$ cat config.mk
export PLATFORM = sky130hd
export DESIGN_NAME = bus_io_port_flat
export DESIGN_NICKNAME = d
export VERILOG_FILES = /design/src/rtl/bus_io_port_if.sv /design/src/rtl/bus_io_port.sv /design/src/flat_wrapper.sv
export SDC_FILE = /design/constraint.sdc
export NUM_CORES = 1
export LEC_CHECK = 0
export BUFFER_PORTS_ARGS = -buffer_cell sky130_fd_sc_hd__buf_4
export CAP_MARGIN = 30
export CELL_PAD_IN_SITES_DETAIL_PLACEMENT = 1
export CELL_PAD_IN_SITES_GLOBAL_PLACEMENT = 2
export CORE_MARGIN = 4
export CORE_UTILIZATION = 40
export CTS_BUF_LIST = sky130_fd_sc_hd__clkbuf_16
export DETAILED_ROUTE_END_ITERATION = 8
export GPL_TIMING_DRIVEN = 0
export PLACE_DENSITY = 0.89
export SKIP_CTS_REPAIR_TIMING = 1
export SLEW_MARGIN = 0
export SYNTH_ARGS = -nofsm -noshare
export SYNTH_HDL_FRONTEND = slang
export SYNTH_SLANG_ARGS = --single-unit
export TNS_END_PERCENT = 20
$ cat constraint.sdc
create_clock -name i_clk -period 5.4 [get_ports i_clk]
set_clock_uncertainty 0.1 [all_clocks]
set_input_delay 0.54 -clock i_clk [delete_from_list [all_inputs] [get_ports i_clk]]
set_output_delay 0.54 -clock i_clk [all_outputs]
set_load 0.1 [all_outputs]
$ cat src/rtl/bus_io_port_if.sv
// bus_io_port_if: CPU strobe/bus and external valid/ready signals of the I/O port
interface bus_io_port_if;
    logic       i_ctrlWrOut;
    logic       i_ctrlInNoe;
    logic [7:0] i_bus;
    logic [7:0] o_bus;
    logic       o_busOe;
    logic [7:0] o_outData;
    logic       o_outValid;
    logic       i_outReady;
    logic [7:0] i_inData;
    logic       i_inValid;
    logic       o_inReady;
    logic       o_inAvail;
    logic       o_outFull;
    logic       o_overflow;
    logic       o_underflow;

    modport slave (
        input  i_ctrlWrOut, i_ctrlInNoe, i_bus, i_outReady, i_inData, i_inValid,
        output o_bus, o_busOe, o_outData, o_outValid, o_inReady, o_inAvail,
               o_outFull, o_overflow, o_underflow
    );

    modport master (
        output i_ctrlWrOut, i_ctrlInNoe, i_bus, i_outReady, i_inData, i_inValid,
        input  o_bus, o_busOe, o_outData, o_outValid, o_inReady, o_inAvail,
               o_outFull, o_overflow, o_underflow
    );
endinterface

$ cat src/rtl/bus_io_port.sv
// bus_io_port: CPU I/O responder with FWFT output FIFO and one-entry input holding register
module bus_io_port #(
    parameter int DEPTH = 4
) (
    input logic          i_clk,
    input logic          i_nReset,
    bus_io_port_if.slave bus
);
    localparam int AW = $clog2(DEPTH);
    localparam logic [AW-1:0] PTR_ONE = 1;
    localparam logic [AW:0] CNT_ONE = 1;
    localparam logic [AW:0] CNT_FULL = (AW+1)'(DEPTH);

    logic [7:0]    mem_q [DEPTH];
    logic [7:0]    mem_d [DEPTH];
    logic [AW-1:0] wr_ptr_q, wr_ptr_d, rd_ptr_q, rd_ptr_d;
    logic [AW:0]   count_q, count_d;
    logic [7:0]    held_q, held_d;
    logic          avail_q, avail_d;
    logic          overflow_q, overflow_d;
    logic          underflow_q, underflow_d;
    logic          pop, push, rd;

    // Next state: FIFO push/pop (push into a full FIFO is accepted when a pop frees a slot), holding register load/consume, sticky flags
    always_comb begin
        rd = ~bus.i_ctrlInNoe;
        pop = (count_q != '0) && bus.i_outReady;
        push = bus.i_ctrlWrOut && ((count_q != CNT_FULL) || pop);
        mem_d = mem_q;
        if (push) mem_d[wr_ptr_q] = bus.i_bus;
        wr_ptr_d = push ? wr_ptr_q + PTR_ONE : wr_ptr_q;
        rd_ptr_d = pop ? rd_ptr_q + PTR_ONE : rd_ptr_q;
        count_d = (push && !pop) ? count_q + CNT_ONE : (pop && !push) ? count_q - CNT_ONE : count_q;
        overflow_d = overflow_q | (bus.i_ctrlWrOut & ~push);
        avail_d = (rd && avail_q) ? 1'b0 : (bus.i_inValid && !avail_q) ? 1'b1 : avail_q;
        held_d = (rd && avail_q) ? 8'h00 : (bus.i_inValid && !avail_q) ? bus.i_inData : held_q;
        underflow_d = underflow_q | (rd & ~avail_q);
    end

    // State registers, cleared asynchronously by reset
    always_ff @(posedge i_clk or negedge i_nReset) begin
        if (!i_nReset) begin
            mem_q       <= '{default: '0};
            wr_ptr_q    <= '0;
            rd_ptr_q    <= '0;
            count_q     <= '0;
            held_q      <= 8'h00;
            avail_q     <= 1'b0;
            overflow_q  <= 1'b0;
            underflow_q <= 1'b0;
        end else begin
            mem_q       <= mem_d;
            wr_ptr_q    <= wr_ptr_d;
            rd_ptr_q    <= rd_ptr_d;
            count_q     <= count_d;
            held_q      <= held_d;
            avail_q     <= avail_d;
            overflow_q  <= overflow_d;
            underflow_q <= underflow_d;
        end
    end

    assign bus.o_bus       = rd ? held_q : 8'h00;
    assign bus.o_busOe     = rd;
    assign bus.o_outData   = mem_q[rd_ptr_q];
    assign bus.o_outValid  = count_q != '0;
    assign bus.o_outFull   = count_q == CNT_FULL;
    assign bus.o_inReady   = ~avail_q;
    assign bus.o_inAvail   = avail_q;
    assign bus.o_overflow  = overflow_q;
    assign bus.o_underflow = underflow_q;
endmodule

$ cat src/flat_wrapper.sv
// flat-port wrapper written by rule: the top's interface ports become plain ports
module bus_io_port_flat 
#(
    parameter int DEPTH = 4
)
  (i_clk, i_nReset, bus_i_ctrlWrOut, bus_i_ctrlInNoe, bus_i_bus, bus_i_outReady, bus_i_inData, bus_i_inValid, bus_o_bus, bus_o_busOe, bus_o_outData, bus_o_outValid, bus_o_inReady, bus_o_inAvail, bus_o_outFull, bus_o_overflow, bus_o_underflow);
  bus_io_port_if bus_i ();
  input logic i_clk;
  input logic i_nReset;
  input wire logic [$bits(bus_i.i_ctrlWrOut)-1:0] bus_i_ctrlWrOut;
  input wire logic [$bits(bus_i.i_ctrlInNoe)-1:0] bus_i_ctrlInNoe;
  input wire logic [$bits(bus_i.i_bus)-1:0] bus_i_bus;
  input wire logic [$bits(bus_i.i_outReady)-1:0] bus_i_outReady;
  input wire logic [$bits(bus_i.i_inData)-1:0] bus_i_inData;
  input wire logic [$bits(bus_i.i_inValid)-1:0] bus_i_inValid;
  output wire logic [$bits(bus_i.o_bus)-1:0] bus_o_bus;
  output wire logic [$bits(bus_i.o_busOe)-1:0] bus_o_busOe;
  output wire logic [$bits(bus_i.o_outData)-1:0] bus_o_outData;
  output wire logic [$bits(bus_i.o_outValid)-1:0] bus_o_outValid;
  output wire logic [$bits(bus_i.o_inReady)-1:0] bus_o_inReady;
  output wire logic [$bits(bus_i.o_inAvail)-1:0] bus_o_inAvail;
  output wire logic [$bits(bus_i.o_outFull)-1:0] bus_o_outFull;
  output wire logic [$bits(bus_i.o_overflow)-1:0] bus_o_overflow;
  output wire logic [$bits(bus_i.o_underflow)-1:0] bus_o_underflow;
  assign bus_i.i_ctrlWrOut = bus_i_ctrlWrOut;
  assign bus_i.i_ctrlInNoe = bus_i_ctrlInNoe;
  assign bus_i.i_bus = bus_i_bus;
  assign bus_i.i_outReady = bus_i_outReady;
  assign bus_i.i_inData = bus_i_inData;
  assign bus_i.i_inValid = bus_i_inValid;
  assign bus_o_bus = bus_i.o_bus;
  assign bus_o_busOe = bus_i.o_busOe;
  assign bus_o_outData = bus_i.o_outData;
  assign bus_o_outValid = bus_i.o_outValid;
  assign bus_o_inReady = bus_i.o_inReady;
  assign bus_o_inAvail = bus_i.o_inAvail;
  assign bus_o_outFull = bus_i.o_outFull;
  assign bus_o_overflow = bus_i.o_overflow;
  assign bus_o_underflow = bus_i.o_underflow;
  bus_io_port #(.DEPTH(DEPTH)) u_core (.i_clk(i_clk), .i_nReset(i_nReset), .bus(bus_i));
endmodule
* Yosys cells after proc, flatten, opt, wreduce, memory -nomap -nowiden
Cells that the tools add are included.
Word-level totals: bits in writable memories 0, latch bits 0, logic and storage cells 56, memory bits (read-only) 0, memories 0, flip-flop bits (word level) 50, bits of input ports 22, output and inout bits 23
Cells by class: $mul 0, divide/modulo/power cells 0, $add $sub $neg 4, equal/unequal tests 2, reductions and logical operators 14, order comparisons 3, bitwise operators 9, shift-type cells 0, muxes and demuxes 13
Operators with widths (number):
- $mux W8 | 6
- $bwmux W32 | 1
- $bmux W8 S2 | 1
- $demux W8 S2 | 1
- $logic_and A1 B1 Y1 | 7
- $ge A3 B3 Y1 const B | 2
- $mux W3 | 2
- $not A2 Y3 | 2
- $add A2 B1 Y2 const B | 2
- $reduce_bool A2 Y1 | 2
- $add A3 B1 Y3 const B | 1
- $eq A3 B3 Y1 const B | 1
- $logic_not A1 Y1 | 3
- $lt A3 B1 Y1 const B | 1
- $ne A3 B3 Y1 const B | 1
- $not A1 Y1 | 3
- $reduce_bool A3 Y1 | 1
- $sub A3 B1 Y3 const B | 1
- $and A1 B1 Y1 | 2
- $mux W1 | 2
- $or A1 B1 Y1 | 2
- $logic_or A1 B1 Y1 | 1

* Depth between registers and ports, before layout
Gate-level depths: netlist of the first run.
depth after elaboration 8, gate-level depth with buffers 9

* Least setup slack after synthesis of the first run
OpenSTA, ideal clock, no wires.
path kind flip-flop to output port, from register u_core.count_q[0], to output bus_o_outFull, data arrival time 2.641 ns, path slack 2.119 ns, stages on the path, launching flop included 2, required time 4.760 ns, cells stage by stage dfrtp_1 nor3b_1
On the way: longest elaborated chain between the ends 1
Ends and longest elaborated chain:
- start, declared | RTL line bus_io_port.sv:17 | logic [AW:0] count_q, count_d;
- start signal, assigned | RTL line bus_io_port.sv:55 | count_q <= count_d;
- $eq A3 B3 Y1 | RTL line bus_io_port.sv:67 | assign bus.o_outFull = count_q == CNT_FULL;
- end, declared | RTL line flat_wrapper.sv:22 | output wire logic [$bits(bus_i.o_outFull)-1:0] bus_o_outFull;
Every way passes these cells.

* Worst setup path after layout of the first run
from register u_core.count_q[0], to register u_core.count_q[1]
On the way: elaborated cells between the ends (all ways) 14, those cells by class 2 x add/sub; 1 x eq/ne; 2 x mux; 9 x reduce/logical
RTL lines:
- $reduce_bool A3 Y1 | RTL line bus_io_port.sv:27 | pop = (count_q != '0) && bus.i_outReady;
- $logic_and A1 B1 Y1 | RTL line bus_io_port.sv:27
- $logic_or A1 B1 Y1 * | RTL line bus_io_port.sv:28 | push = bus.i_ctrlWrOut && ((count_q != CNT_FULL) || pop);
- $logic_and A1 B1 Y1 * | RTL line bus_io_port.sv:28
- net u_core.push | RTL line bus_io_port.sv:22 | logic pop, push, rd;
- $logic_and A1 B1 Y1 * | RTL line bus_io_port.sv:33 | count_d = (push && !pop) ? count_q + CNT_ONE : (pop && !push) ? count_q - CNT_ONE : count_q;
- $mux W3 * | RTL line bus_io_port.sv:33
- net u_core.count_d[1] | RTL line bus_io_port.sv:17
Mark *: on every way through the listed nets, which the timed path passes. The rest lies on a longest branch. The select of a mux whose other input is x is not followed. A chain may end at the register's enable or synchronous reset.

==> summary.txt, run 1 <==
Status
  – Status: finished clean

Global route
  – GR Overflow Total: 0
  – Number of global-route vias before repair: roughly 1,700
  – Largest net degree at the start of global routing: between 50 and 60
  – Overall routing resource usage: 0.150
  – First-pass GRT wire length: 8470 um
  – Initial antenna violation count: 0

CTS
  – Later-pin clock latency in the skew report: roughly 0.3 ns
  – Total CTS buffers: 5
  – CTS Root Cell: clkbuf_16
  – CTS tree: yes
  – Reg clk slew, reported paths: 0.07 ns
  – Htree depth: 2
  – Clk sinks: 50
  – Maximum clock path buffer count: 2

Critical path
  – Cell Chain, Critical Path: or4b_4 -> nand2_1 -> inv_1 -> ha_1 -> inv_1 -> fa_1 -> mux2_2
  – Crit path largest cell delay: 0.59 ns
  – Most used cell, CP: inv_1
  – Crit-path max FO: 6
  – Req. time, crit path: 5.48 ns
  – Worst EP arrival: ~2.5 ns
  – Slowest-stage cell, CP: or4b_4
  – Crit start category: flip-flop
  – Crit. End Element: flip-flop
  – Worst Path Buf+Inv: 2
  – Top delay family on crit path: simple AND/OR/NAND/NOR gates
  – R2r worst-path depth: 7
  – Critical R2R Launch: u_core.count_q[0]
  – End of the worst register-to-register path: u_core.count_q[1]
  – Critical path class: reg -> reg
  – Register-to-register setup slack: approximately 3.0 ns

Detailed routing
  – Routed Antenna Nets: 0
  – DR pass1 iterations: 3
  – Routed wire length: between 5000 and 6000 um
  – Drt drc: 0
  – Via count: around 1,400
  – WL/cell: 17.5 um
  – Vias/cell: between 4 and 5
  – DR iter-0 viols: 34

Logic synthesis
  – Post-synthesis cell type count: 27
  – Ys Warns: 0
  – Synth top area share: 0.504
  – Mapped Area: ~2500 um^2
  – Net count after synthesis: approximately 200
  – Largest area contributor in the netlist: dfrtp_1
  – Top cells by area, synth: dfrtp_1, mux2_4, mux4_2
  – Sequential fraction of the synthesis area: 0.504
  – Seq cells post-synth: 50
  – Avg Cell Area, Syn: around 15 um^2
  – Mapped Cells: 167

Flow run
  – Max_cap viols: 0

Floorplanning
  – IO Pins: between 40 and 50
  – DIE AREA: 7530 um^2
  – Die Wd: around 87 um
  – CORE AREA: 5960 um^2
  – Die Height: 86.8 um
  – Num rows: 28
  – Initial Utilization: 0.417

Final layout
  – Final #Nets: between 200 and 250
  – Antenna diodes: 0
  – Area growth from synthesis to layout: 23.0%
  – Final Non-Filler Cells: 293
  – Share of cells above drive strength 1: 0.477

STA
  – Tcrit/Tclk final: 0.450
  – Min Tclk post-route: 2.43 ns
  – Endpoints failing hold: 0
  – Fin. max-slew vios: 0
  – Slew @ Worst Pin: about 0.63 ns
  – Max-slew headroom: 0.581
  – Max Clk Rate: 411 MHz
  – Post-route setup TNS: 0 ns
  – Final setup fails: 0
  – RSZ-0062 raised after global routing: no

Place
  – Port-buffer cells: 43
  – HPWL after DPL: between 3000 and 4000 um
  – Final GP Congestion: a little over 0.7
  – DP Cell Count: approximately 290

Hold path
  – Hold Crit Class: in -> async
[metal layers]
layer | track usage | wire, um | vias to the layer above
li1 | - | - | 681
met1 | 0.178 | 2140 | 713
met5 | 0 | 0 | -
met3 | 0.0418 | 297 | 7
met4 | 0.0467 | 66 | 0
met2 | 0.262 | 2620 | 36
[synthesized netlist by cell type (all sizes together)]
cell type / instances
xnor2: 4
ha: 5
nor3b: 1
nor2: 1
xor2: 2
or3: 1
buf: 6
clkbuf: 4
o21bai: 3
nor2b: 8
o21ai: 7
mux2: 34
inv: 7
or4b: 1
and2: 1
nand2: 9
mux2i: 7
a21o: 1
a32o: 1
fa: 1
and3: 4
mux4: 8
nand3: 1
dfrtp: 50
[flip-flops by register name, summed over array words and instances (netlist names)]
name and count:
u_core.mem_q 32, u_core.held_q 8, u_core.count_q 3, u_core.rd_ptr_q 2, u_core.wr_ptr_q 2, u_core.bus.o_inAvail 1
u_core.bus.o_overflow 1, u_core.bus.o_underflow 1
[placed cells by master, fill, tap and decap left out, drive strengths merged]
master and count:
mux4 8, fa 1, o21bai 3, or3 1
and3 4, nand2 9, ha 5, xnor2 4
nand3 1, or4b 1, buf 49, mux2i 7
nor3b 1, and2 1, nor2 1, xor2 2
dfrtp 50, mux2 34, a32o 1, o21ai 7
a21o 1, clkbuf 9, clkinv 1, inv 9
nor2b 8
[cell families after synthesis]
group	after synthesis	synth area share
compound gates	12	0.0302
xor+xnor	6	0.0212
fa+ha+maj	6	0.0333
buf+inv	17	0.0383
flops	50	0.504
mux	49	0.303
simple gates	27	0.0696
[how the worst max path moves through the flow]
stage                     slack, ns  cells after the start           endpoint               from
after floorplan                2.12                      1      bus_o_outFull  u_core.count_q[0]
after global placement         2.85                      8  u_core.count_q[1]     bus_i_outReady
after detailed placement       2.79                      8  u_core.count_q[1]     bus_i_outReady
after CTS                      2.94                      7  u_core.count_q[1]  u_core.count_q[0]
after global routing           2.83                      8  u_core.count_q[2]  u_core.count_q[0]
final                          2.97                      7  u_core.count_q[1]  u_core.count_q[0]
[area by class of cell]
class	count	area, um^2
clock inverters	3	28.8
clock buffers	5	125
plain buffers	10	68.8
multi-input cells	100	1140
well taps	75	93.8
flip-flops and latches	50	1250
inverters	7	26.3
fillers	621	2900
repair buffers	43	323
[per-stage QoR]
step                 util  hold WS, ns  worst slack [ns]  instance area [um^2]
floorplan               -        0.144              2.12                  2480
global placement    0.487        0.367              2.85                  2900
detailed placement  0.487        0.370              2.79                  2900
CTS                 0.513        0.186              2.94                  3050
global route        0.513        0.210              2.83                  3050
finish              0.513        0.164              2.97                  3050
Power of run 1 is not shown: default switching activity piles up to over one toggle a cycle in this logic, so the estimate is an artifact.
==> run 2, diff against run 1 <==
--- a/config.mk
+++ b/config.mk
@@ -5,16 +5,17 @@
 export SDC_FILE = /design/constraint.sdc
 export NUM_CORES = 1
 export LEC_CHECK = 0
+export ABC_AREA = 1
 export BUFFER_PORTS_ARGS = -buffer_cell sky130_fd_sc_hd__buf_4
 export CAP_MARGIN = 30
 export CELL_PAD_IN_SITES_DETAIL_PLACEMENT = 1
 export CELL_PAD_IN_SITES_GLOBAL_PLACEMENT = 2
 export CORE_MARGIN = 4
-export CORE_UTILIZATION = 40
+export CORE_UTILIZATION = 33
 export CTS_BUF_LIST = sky130_fd_sc_hd__clkbuf_16
 export DETAILED_ROUTE_END_ITERATION = 8
 export GPL_TIMING_DRIVEN = 0
-export PLACE_DENSITY = 0.89
+export PLACE_DENSITY = 0.87
 export SKIP_CTS_REPAIR_TIMING = 1
 export SLEW_MARGIN = 0
 export SYNTH_ARGS = -nofsm -noshare
==> constraint.sdc (replaced) <==
create_clock -name i_clk -period 2.3 [get_ports i_clk]
set_clock_uncertainty 0.1 [all_clocks]
set_input_delay 0.23 -clock i_clk [delete_from_list [all_inputs] [get_ports i_clk]]
set_output_delay 0.23 -clock i_clk [all_outputs]
set_load 0.1 [all_outputs]
==> run 2 against run 1 <==
Effect of this change:
- clock-buffer cell count unchanged
- hold slack got worse by 0.093 ns
- non-clock buffer count increased by 13
- highest routed layer unchanged
==> summary.txt, run 2 <==
Status
  – Status: finished clean

STA
  – Endpoints failing hold: 0 (unchanged)
  – Fin. max-slew vios: 0 (unchanged)
  – Final setup fails: 0 (unchanged)
  – Slew @ Worst Pin: 0.671 ns (+0.0417 ns)
  – RSZ-0062 raised after global routing: no
  – Max Clk Rate: 460 MHz (+12%)
  – Min Tclk post-route: 2.17 ns (-0.258 ns)
  – Tcrit/Tclk final: 0.944 (+0.494)
  – Max-slew headroom: 0.553 (-0.0278)

Logic synthesis
  – Main combinational cell family by area after synthesis: simple AND/OR/NAND/NOR gates
  – Top cells by area, synth: dfrtp_1, nand2_1, nand4_1
  – Simple-Gate Fraction of Synth Area: 0.279 (+0.209)
  – Synth Area in XOR/XNOR: 0.0142 (-0.00696)
  – Largest area contributor in the netlist: dfrtp_1
  – Mapped Area: 2470 um^2 (-0.66%)
  – Mapped Cells: 286 (+71%)
  – Post-synthesis cell type count: 26 (-3.7%)
  – Number of synthesized flops with an enable pin: 0 (unchanged)
  – Avg Cell Area, Syn: 8.62 um^2 (-42%)
  – Ys Warns: 0 (unchanged)
  – Commonest cells in the netlist: nand2_1, dfrtp_1, nand4_1
  – Top_reg_cell synth: dfrtp_1
  – Sequential fraction of the synthesis area: 0.507 (+0.00332)
  – Synth top area share: 0.507 (+0.00332)
  – Most frequent cell after synthesis: nand2_1
  – Net count after synthesis: 314 (+61%)
  – Synth Area in Compound Gates: 0.0827 (+0.0525)
  – Seq cells post-synth: 50 (unchanged)
  – Adder-cell share of the synthesized area: 0.0335 (+0.000219)
  – Async S/R FF share, synth: 1.00 (unchanged)
  – Mux contribution to synthesized area: 0.00457 (-0.299)

Detailed routing
  – WL/cell: 16.8 um (-4.3%)
  – Routed Antenna Nets: 0 (unchanged)
  – Vias/cell: 5.04 (+2.8%)
  – DR iter-0 viols: 139 (+310%)
  – Routed wire length: 7370 um (+44%)
  – Via count: 2,218 (+54%)
  – Drt drc: 0 (unchanged)
  – DR pass1 iterations: 4 (+1)

Global route
  – Largest net degree at the start of global routing: 51 (unchanged)
  – GR Overflow Total: 0 (unchanged)
  – Number of global-route vias before repair: 2,353 (+43%)
  – First-pass GRT wire length: 12,200 um (+43%)
  – Overall routing resource usage: 0.177 (+0.0270)
  – Initial antenna violation count: 0 (unchanged)

Power
  – Power density of the placed cells: about 1700 nW/um^2
  – Fraction of power consumed by sequential logic: 0.275
  – Leakage dissipation: ~1.6 nW
  – Gate power share: 0.586
  – Clk pwr share: 0.139
  – Max rail drop VDD: 501 uV
  – Sw Pwr: 2.84 mW
  – Switching Share: 0.541
  – P_int: around 2.4 mW
  – Design Power: around 5.2 mW

Floorplanning
  – Num rows: 31 (+11%)
  – IO Pins: 45 (unchanged)
  – CORE AREA: 7250 um^2 (+22%)
  – DIE AREA: 8920 um^2 (+18%)
  – Initial Utilization: 0.340 (-0.0768)
  – Die Height: 94.4 um (+8.8%)
  – Die Wd: 94.4 um (+8.8%)

Flow run
  – Max_cap viols: 0 (unchanged)

Critical path
  – End of the worst register-to-register path: u_core.count_q[1]
  – Register-to-register setup slack: 0.13 ns (-2.84 ns)
  – Critical R2R Launch: u_core.count_q[1]
  – Req. time, crit path: 2.38 ns (-3.10 ns)
  – Crit start category: flip-flop
  – Crit-path max FO: 10 (+4)
  – Worst EP arrival: 2.25 ns (-0.26 ns)
  – R2r worst-path depth: 9 (+2)
  – Critical path class: reg -> reg
  – Crit. End Element: flip-flop

CTS
  – Htree depth: 2 (unchanged)
  – CTS tree: yes
  – Clk sinks: 50 (unchanged)
  – Reg clk slew, reported paths: 0.07 ns (about the same)
  – Maximum clock path buffer count: 2 (unchanged)
  – Later-pin clock latency in the skew report: 0.29 ns (about the same)
  – Total CTS buffers: 5 (unchanged)
  – CTS Root Cell: clkbuf_16

Place
  – HPWL after DPL: 4960 um (+34%)
  – Port-buffer cells: 43 (unchanged)
  – DP Cell Count: 428 (+50%)
  – Final GP Congestion: 0.783 (+8.1%)

Final layout
  – Share of cells above drive strength 1: 0.243 (-0.234)
  – Final #Nets: 368 (+50%)
  – Max FFs per register: 32 (unchanged)
  – Most frequent cells in the layout: nand2_1, buf_4, dfrtp_1
  – Most common cell after layout, fill and taps aside: nand2_1
  – Largest registers: u_core.mem_q x32, u_core.held_q x8, u_core.count_q x3
  – Antenna diodes: 0 (unchanged)
  – Filler instances: 886 (+43%)
  – Area growth from synthesis to layout: 26.3%
  – Biggest register: u_core.mem_q
  – Final Non-Filler Cells: 440 (+50%)

Hold path
  – Hold Crit Start: bus_i_inData[5]
  – Hold Crit Class: in -> reg
  – Hold EP: u_core.held_q[5]
  – Cells on Worst Hold Path: 3
## run 2: cell count changes after synthesis, moves of 4 or more
cell | before | now
mux2i_1 | 7 | 0
o21ai_0 | 7 | 26
mux2_4 | 32 | 0
and3_4 | 4 | 0
nand3_1 | 1 | 11
nand4_1 | 0 | 32
nor2b_1 | 8 | 0
buf_2 | 1 | 9
o22ai_1 | 0 | 8
inv_1 | 7 | 18
nor2_1 | 1 | 24
nand2_1 | 9 | 76
mux4_2 | 8 | 0
## run 2: logic make-up after synthesis
kind of cell,count (synthesis)
simple gates,149
flops,50
buf+inv,39
compound gates,37
fa+ha+maj,6
xor+xnor,4
mux,1
## run 2: worst max-delay path by stage
stage,startpoint,cells past startpoint,to
floorplan,u_core.rd_ptr_q[0],5,bus_o_outData[0]
global placement,u_core.count_q[0],9,u_core.count_q[1]
detailed placement,u_core.count_q[1],9,u_core.count_q[1]
CTS,u_core.count_q[1],9,u_core.count_q[1]
global route,u_core.count_q[1],9,u_core.count_q[1]
finish,u_core.count_q[1],9,u_core.count_q[1]
## run 2: power groups by stage
stage / sequential [mW] / clock [mW] / combinational [mW]
after floorplan: 1.48 / 0 / 2.23
after global placement: 1.43 / 0 / 2.98
after detailed placement: 1.45 / 0 / 3.04
after CTS: 1.44 / 0.749 / 3.05
after global routing: 1.48 / 0.784 / 3.30
final: 1.44 / 0.727 / 3.07
## run 2: per-stage QoR
stage | area (um^2) | util | TNS (ns) | hold WS, ns | worst slack, ns
6_report | 3120 | 0.430 | 0 | 0.0708 | 0.128
2_1_floorplan | 2480 | - | -2.45 | -0.166 | -0.247
5_1_grt | 3120 | 0.430 | 0 | 0.0836 | 0.0130
3_3_place_gp | 2930 | 0.404 | 0 | 0.210 | 0.0481
3_5_place_dp | 2930 | 0.404 | -0.0317 | 0.212 | -0.0317
4_1_cts | 3070 | 0.424 | -0.0447 | -0.104 | -0.0447
## run 2: layout make-up
| class | count | area (um^2) | share of cell area |
|---|---|---|---|
| clock buffer | 5 | 125 | 0.0402 |
| tap | 99 | 124 | 0.0398 |
| inverter | 20 | 75.1 | 0.0241 |
| clock inverter | 3 | 16.3 | 0.00522 |
| multi-input combinational | 197 | 1050 | 0.336 |
| timing repair buffer | 47 | 355 | 0.114 |
| buffer | 19 | 120 | 0.0386 |
| sequential | 50 | 1250 | 0.402 |
## run 2: metal layers
layer / track usage / vias to the layer above / share of wire
li1: - / 1065 / -
met1: 0.237 / 1088 / 0.44
met2: 0.294 / 56 / 0.50
met3: 0.0295 / 9 / 0.051
met4: 0.0517 / 0 / 0.013
met5: 0 / - / 0
## run 2: worst max-delay path, stage by stage (launching register included)
cell and delay [ns]:
dfrtp_2 0.44, nor2_4 0.15, nand3_2 0.11, buf_6 0.17, nand2_2 0.08, inv_2 0.04
ha_1 0.22, inv_2 0.08, fa_1 0.38, mux2_2 0.27
No activity file was read; power rests on OpenSTA's default activity.
